==> config.mk <==
export PLATFORM = sky130hd
export DESIGN_NAME = execute_stage_mdu
export DESIGN_NICKNAME = d
export VERILOG_FILES = /design/src/rtl/execute_stage_mdu.sv
export SDC_FILE = /design/constraint.sdc
export NUM_CORES = 2
export LEC_CHECK = 0
export CORE_MARGIN = 1
export CORE_UTILIZATION = 41
export CTS_BUF_LIST = sky130_fd_sc_hd__clkbuf_8
export CTS_CLUSTER_DIAMETER = 80
export DETAILED_ROUTE_END_ITERATION = 16
export DONT_BUFFER_PORTS = 1
export HOLD_SLACK_MARGIN = 0.12
export PLACE_DENSITY_LB_ADDON = 0.2
export SLEW_MARGIN = 20
export SYNTH_ARGS = -nofsm -noshare
export SYNTH_HDL_FRONTEND = slang
export SYNTH_SLANG_ARGS = --single-unit
==> constraint.sdc <==
create_clock -name clk_i -period 11.6 [get_ports clk_i]
set_input_delay 1.74 -clock clk_i [delete_from_list [all_inputs] [get_ports clk_i]]
set_output_delay 1.74 -clock clk_i [all_outputs]
set_load 0.05 [all_outputs]
==> src/rtl/execute_stage_mdu.sv <==
// Execute stage: forwarding, ALU, iterative MUL/DIV unit, EX/MEM register.
// Define MDU_DIV_EN to build the divider; otherwise divide ops flag illegal.

module execute_stage_mdu #(
  parameter int XLEN       = 32,
  parameter int MUL_STAGES = 2,
  parameter int DIV_STEP   = 1
) (
  input  logic            clk_i,
  input  logic            rst_ni,
  input  logic            flush_i,
  input  logic            ex_valid_i,
  output logic            ex_ready_o,
  input  logic [XLEN-1:0] rs1_i,
  input  logic [XLEN-1:0] rs2_i,
  input  logic [XLEN-1:0] mem_fwd_i,
  input  logic [XLEN-1:0] wb_fwd_i,
  input  logic [1:0]      fwd_a_sel_i,
  input  logic [1:0]      fwd_b_sel_i,
  input  logic [XLEN-1:0] pc_i,
  input  logic [XLEN-1:0] imm_i,
  input  logic [1:0]      op_a_sel_i,
  input  logic            op_b_sel_i,
  input  logic [3:0]      alu_op_i,
  input  logic            mdu_en_i,
  input  logic [2:0]      mdu_op_i,
  input  logic [4:0]      rd_addr_i,
  input  logic            rd_wren_i,
  output logic            mem_valid_o,
  input  logic            mem_ready_i,
  output logic [XLEN-1:0] mem_result_o,
  output logic [XLEN-1:0] mem_rs2_o,
  output logic [4:0]      mem_rd_addr_o,
  output logic            mem_rd_wren_o,
  output logic            mem_illegal_o,
  output logic            mdu_busy_o
);

  localparam int SHW   = $clog2(XLEN);
  localparam int NSTEP = XLEN / DIV_STEP;
  localparam int CW    = $clog2(NSTEP + MUL_STAGES + 1);

  typedef enum logic [1:0] {
    S_IDLE, S_MUL, S_DIV, S_DONE
  } state_e;

  state_e state_q, state_d;
  logic [CW-1:0] cnt_q, cnt_d;

  logic [XLEN-1:0] fwd_a, fwd_b, op_a, op_b;
  logic [XLEN-1:0] alu_res, mdu_res, div_res;
  logic [SHW-1:0]  sh;
  logic slot_free, mdu_done, illegal_op, start;

  logic            mem_valid_q;
  logic [XLEN-1:0] mem_result_q, mem_rs2_q;
  logic [4:0]      mem_rd_addr_q;
  logic            mem_rd_wren_q, mem_illegal_q;

  logic [XLEN-1:0] opa_q, opb_q;
  logic [2:0]      op_q;

  always_comb begin
    unique case (fwd_a_sel_i)
      2'b00:   fwd_a = rs1_i;
      2'b01:   fwd_a = wb_fwd_i;
      default: fwd_a = mem_fwd_i;
    endcase
    unique case (fwd_b_sel_i)
      2'b00:   fwd_b = rs2_i;
      2'b01:   fwd_b = wb_fwd_i;
      default: fwd_b = mem_fwd_i;
    endcase
    unique case (op_a_sel_i)
      2'b00:   op_a = fwd_a;
      2'b01:   op_a = pc_i;
      default: op_a = '0;
    endcase
    op_b = op_b_sel_i ? imm_i : fwd_b;
  end

  assign sh = op_b[SHW-1:0];

  always_comb begin
    alu_res = '0;
    unique case (alu_op_i)
      4'd0:    alu_res = op_a + op_b;
      4'd1:    alu_res = op_a - op_b;
      4'd2:    alu_res = op_a << sh;
      4'd3:    alu_res[0] = $signed(op_a) < $signed(op_b);
      4'd4:    alu_res[0] = op_a < op_b;
      4'd5:    alu_res = op_a ^ op_b;
      4'd6:    alu_res = op_a >> sh;
      4'd7:    alu_res = $unsigned($signed(op_a) >>> sh);
      4'd8:    alu_res = op_a | op_b;
      4'd9:    alu_res = op_a & op_b;
      4'd10:   alu_res = op_b;
      default: alu_res = '0;
    endcase
  end

`ifdef MDU_DIV_EN
  assign illegal_op = 1'b0;
`else
  assign illegal_op = mdu_en_i && mdu_op_i[2];
`endif

  assign slot_free = !mem_valid_q || mem_ready_i;
  assign mdu_done  = state_q == S_DONE;
  assign start     = ex_valid_i && mdu_en_i && !illegal_op &&
                     !flush_i && state_q == S_IDLE;
  assign ex_ready_o = ex_valid_i && !flush_i && slot_free &&
                      (mdu_done || (state_q == S_IDLE &&
                      (!mdu_en_i || illegal_op)));
  assign mdu_busy_o = state_q != S_IDLE;

  // Multiplier: sign-extend each operand by one bit so one signed
  // product covers MULH, MULHSU and MULHU.
  logic                   sgn_a, sgn_b;
  logic [XLEN:0]          a_ext, b_ext;
  logic signed [2*XLEN+1:0] prod;
  logic [XLEN-1:0]        mul_res;

  assign sgn_a = op_q[0] ^ op_q[1];
  assign sgn_b = op_q[1:0] == 2'b01;
  assign a_ext = {sgn_a & opa_q[XLEN-1], opa_q};
  assign b_ext = {sgn_b & opb_q[XLEN-1], opb_q};
  assign prod  = $signed(a_ext) * $signed(b_ext);
  assign mul_res = (op_q[1:0] == 2'b00) ? prod[XLEN-1:0]
                                        : prod[2*XLEN-1:XLEN];

`ifdef MDU_DIV_EN
  logic [XLEN:0]   rem_q, step_r;
  logic [XLEN-1:0] quo_q, dvs_q, step_q;
  logic            qneg_q, rneg_q;
  logic            div_sgn, a_neg, b_neg, div_ovf;
  logic [XLEN-1:0] a_mag, b_mag, q_fix, r_fix;

  assign div_sgn = !mdu_op_i[0];
  assign a_neg   = div_sgn & fwd_a[XLEN-1];
  assign b_neg   = div_sgn & fwd_b[XLEN-1];
  assign a_mag   = a_neg ? -fwd_a : fwd_a;
  assign b_mag   = b_neg ? -fwd_b : fwd_b;
  assign div_ovf = div_sgn && &fwd_b &&
                   fwd_a == {1'b1, {(XLEN-1){1'b0}}};

  always_comb begin
    step_r = rem_q;
    step_q = quo_q;
    for (int i = 0; i < DIV_STEP; i++) begin
      step_r = {step_r[XLEN-1:0], step_q[XLEN-1]};
      step_q = {step_q[XLEN-2:0], 1'b0};
      if (step_r >= {1'b0, dvs_q}) begin
        step_r    = step_r - {1'b0, dvs_q};
        step_q[0] = 1'b1;
      end
    end
  end

  always_ff @(posedge clk_i or negedge rst_ni) begin
    if (!rst_ni) begin
      rem_q  <= '0;
      quo_q  <= '0;
      dvs_q  <= '0;
      qneg_q <= 1'b0;
      rneg_q <= 1'b0;
    end else if (start && mdu_op_i[2]) begin
      dvs_q  <= b_mag;
      qneg_q <= 1'b0;
      rneg_q <= 1'b0;
      if (fwd_b == '0) begin
        quo_q <= '1;
        rem_q <= {1'b0, fwd_a};
      end else if (div_ovf) begin
        quo_q <= fwd_a;
        rem_q <= '0;
      end else begin
        quo_q  <= a_mag;
        rem_q  <= '0;
        qneg_q <= a_neg ^ b_neg;
        rneg_q <= a_neg;
      end
    end else if (state_q == S_DIV) begin
      quo_q <= step_q;
      rem_q <= step_r;
    end
  end

  assign q_fix   = qneg_q ? -quo_q : quo_q;
  assign r_fix   = rneg_q ? -rem_q[XLEN-1:0] : rem_q[XLEN-1:0];
  assign div_res = op_q[1] ? r_fix : q_fix;

  logic unused_bits;
  assign unused_bits = ^{prod[2*XLEN+1:2*XLEN], rem_q[XLEN]};
`else
  assign div_res = '0;

  logic unused_bits;
  assign unused_bits = ^prod[2*XLEN+1:2*XLEN];
`endif

  assign mdu_res = op_q[2] ? div_res : mul_res;

  always_comb begin
    state_d = state_q;
    cnt_d   = cnt_q;
    unique case (state_q)
      S_IDLE: begin
        if (start) begin
          if (!mdu_op_i[2]) begin
            cnt_d   = CW'(1);
            state_d = (MUL_STAGES == 1) ? S_DONE : S_MUL;
          end
`ifdef MDU_DIV_EN
          else begin
            cnt_d   = '0;
            state_d = (fwd_b == '0 || div_ovf) ? S_DONE : S_DIV;
          end
`endif
        end
      end
      S_MUL: begin
        cnt_d = cnt_q + CW'(1);
        if (cnt_q == CW'(MUL_STAGES - 1)) state_d = S_DONE;
      end
      S_DIV: begin
        cnt_d = cnt_q + CW'(1);
        if (cnt_q == CW'(NSTEP - 1)) state_d = S_DONE;
      end
      S_DONE: begin
        if (ex_ready_o) state_d = S_IDLE;
      end
      default: state_d = S_IDLE;
    endcase
    if (flush_i) state_d = S_IDLE;
  end

  always_ff @(posedge clk_i or negedge rst_ni) begin
    if (!rst_ni) begin
      state_q <= S_IDLE;
      cnt_q   <= '0;
      opa_q   <= '0;
      opb_q   <= '0;
      op_q    <= '0;
    end else begin
      state_q <= state_d;
      cnt_q   <= cnt_d;
      if (start) begin
        opa_q <= fwd_a;
        opb_q <= fwd_b;
        op_q  <= mdu_op_i;
      end
    end
  end

  always_ff @(posedge clk_i or negedge rst_ni) begin
    if (!rst_ni) begin
      mem_valid_q   <= 1'b0;
      mem_result_q  <= '0;
      mem_rs2_q     <= '0;
      mem_rd_addr_q <= '0;
      mem_rd_wren_q <= 1'b0;
      mem_illegal_q <= 1'b0;
    end else if (flush_i) begin
      mem_valid_q <= 1'b0;
    end else if (ex_ready_o) begin
      mem_valid_q   <= 1'b1;
      mem_result_q  <= mdu_done ? mdu_res
                     : (illegal_op ? '0 : alu_res);
      mem_rs2_q     <= fwd_b;
      mem_rd_addr_q <= rd_addr_i;
      mem_rd_wren_q <= rd_wren_i && !illegal_op;
      mem_illegal_q <= illegal_op;
    end else if (mem_ready_i) begin
      mem_valid_q <= 1'b0;
    end
  end

  assign mem_valid_o   = mem_valid_q;
  assign mem_result_o  = mem_result_q;
  assign mem_rs2_o     = mem_rs2_q;
  assign mem_rd_addr_o = mem_rd_addr_q;
  assign mem_rd_wren_o = mem_rd_wren_q;
  assign mem_illegal_o = mem_illegal_q;

endmodule

==> run metrics <==
met3 Usage GRT=0.0886; Die X=between 300 and 400 um; final hold vios=0; leading area contributor after synthesis=fa_1; # rows=around 130; Avg Inst Size Synth=8.40 sq um; Num CTS Buffers=17; Worst Clk Skew=0.0298 ns; DP HPWL=180 mm; pin count of the biggest net entering global routing=roughly 150; Setup TNS Final=0 ns; CTS tree=yes; most used flip-flop cell after synthesis=dfrtp_1; yosys warns=0; CP Class=reg -> reg; clock sink total=between 100 and 150; Synth top cells by count=inv_1 (1296), fa_1 (1127), nand2_1 (1105); Worst Hold Margin=0.491 ns; R2R depth=30; Synth-to-Final Area Change=3.63%; mapped cell area=55400 sq um; final setup fails=0; period utilization=0.851; DR vias=about 47000; Yosys reg bits=between 100 and 150; R2R Setup Slk=around 1.7 ns; met1 Usage GRT=0.429; synth unique cells=93; post-DR vias/cell=about 5.8; Iter 0 DRT Violations=approximately 4600; Critical-path top delay cell=fa_1; post-synth top area share=0.407; Worst Hold Depth=2; Final Slew Violations=0; I/O pin cnt=~300; Post-Synthesis Net Count=a little over 8000; Max-slew headroom=0.229; Die ar.=~140000 sq um; min cycle time layout=9.87 ns; fmax=~100 MHz; outcome=complete, no violations; crit path DAT=approximately 10 ns; Post-synth EDFFs=0; sequential-to-total area share from yosys stat=0.0663; actual slew at the worst max-slew pin=1.16 ns; crit-path max cell delay=between 0.8 and 0.9 ns; port bufs=0; top cells by area, synth=fa_1 (41%), inv_1 (8.8%), nand2_1 (7.5%); drt drc=0; H-tree depth=4; busiest grt layer=met2; RSZ-0062 raised after global routing=no; antenna violations before repair=30; clk slew on worst S/H paths=roughly 0.11 ns; GR Util met2=0.516; Wirelength per Cell=27.5 um; Final ANT Viol Nets=0; Routability Congestion=roughly 1; Root Driver=clkbuf_8; Max Cap Viol=0; CP required=~12 ns; DRT Pass-1 Iters=6; layout cells sized above 1=0.0489; core area=roughly 130000 sq um; worst min-delay path class=reg -> reg; cts hold-fix bufs=0; Die Y=370 um; CTS resizes=0; final WL=~220 mm; count leader, synth=inv_1; global route total overflow=0; Max Root-Sink Buffers=2; Global Route Usage Sum=0.330; vias in the first global route=48800; Crit. End Element=register; # nets final=7989; ys async rst share=1.00; Cells after Synth=between 6000 and 7000; worst-path fanout max=18; first-pass GRT wire length=about 330 mm; post-CTS setup buffers=0; worst skew pair latency=0.58 ns; initial core utilization=0.414; CP Launch Type=register
state kept, by name (all words and copies together) (netlist names):
name           flops
op_q               3
opa_q             32
mem_valid_o        1
mem_rs2_o         32
mem_rd_wren_o      1
cnt_q              6
opb_q             32
mem_illegal_o      1
state_q            2
mem_rd_addr_o      5
mem_result_o      32
metal layers:
metal	up-vias	wire length, um
met5	-	368
met4	38	11000
met3	509	21100
met2	2221	101000
met1	24300	89700
li1	20100	-
per-stage QoR:
step,instances,utilization,instance area [sq um],setup WS [ns]
finish,8124,0.429,57500,1.73
global route,8111,0.429,57400,1.03
CTS,8108,0.429,57400,1.74
detailed placement,8076,0.426,57000,1.81
global placement,8076,0.426,57000,1.91
floorplan,6599,-,55400,2.96
worst paths after layout:
| kind | from | to |
|---|---|---|
| worst max-delay path | op_q[1] | mem_result_o[31] |
| worst min-delay path | opb_q[23] | opb_q[23] |
| worst max register to register | op_q[1] | mem_result_o[31] |
| worst min register to register | opb_q[23] | opb_q[23] |
| max in group asynchronous | rst_ni | mem_result_o[7] |
| min in group asynchronous | rst_ni | mem_rs2_o[21] |
cell families (layout without fill, tap and decap cells):
family	Yosys count	count (layout)	synth area share
adder cells (fa/ha/maj)	1444	1444	0.478
AO/OA/AOI/OAI	1002	1002	0.121
other	0	16	0
buffers and inverters	1722	1463	0.119
AND/OR/NAND/NOR	1971	1971	0.159
XOR/XNOR	78	78	0.0123
flip-flops	147	147	0.0663
multiplexers	235	235	0.0440
worst max-delay path: cells and delay by family (launching register included):
| family | cells | cell delay [ns] |
|---|---|---|
| buffers and inverters | 8 | 1.14 |
| DFF | 1 | 0.37 |
| and+or+nand+nor | 8 | 1.82 |
| adders and majority gates | 10 | 5.48 |
| AOI/OAI and AO/OA | 4 | 0.90 |
cell usage in the layout, fill, tap and decap left out, types with 17 or more instances in the layout:
master / instances
a211oi_1: 42
a21o_1: 41
a21oi_1: 236
a221oi_1: 24
a22oi_1: 26
a31oi_1: 27
and2_1: 282
and3_1: 31
buf_4: 127
clkbuf_8: 17
dfrtp_1: 142
fa_1: 1126
ha_1: 317
inv_1: 1295
mux2_2: 48
mux2i_1: 180
nand2_1: 1102
nand2b_1: 34
nand3_1: 58
nand3b_1: 29
nand4_1: 24
nor2_1: 267
nor2b_1: 19
nor3_1: 48
nor4_1: 17
o211ai_1: 40
o21ai_0: 249
o21bai_1: 20
o221a_2: 32
o221ai_1: 27
o22ai_1: 33
o31ai_1: 20
or2_2: 19
xnor2_1: 51
xor2_1: 27
area by class of cell:
cell class,instances,area [sq um]
clock buffers,17,234
fillers,13700,76300
diodes,16,40.0
flip-flops and latches,147,3680
inverters,1304,4890
well taps,1768,2210
repair buffers,127,953
clock inverters,15,158
multi-input cells,4730,45300
Power is left out: the tool's default activity adds up to more than one toggle a clock period on the data nets, which glitch-free logic cannot reach.
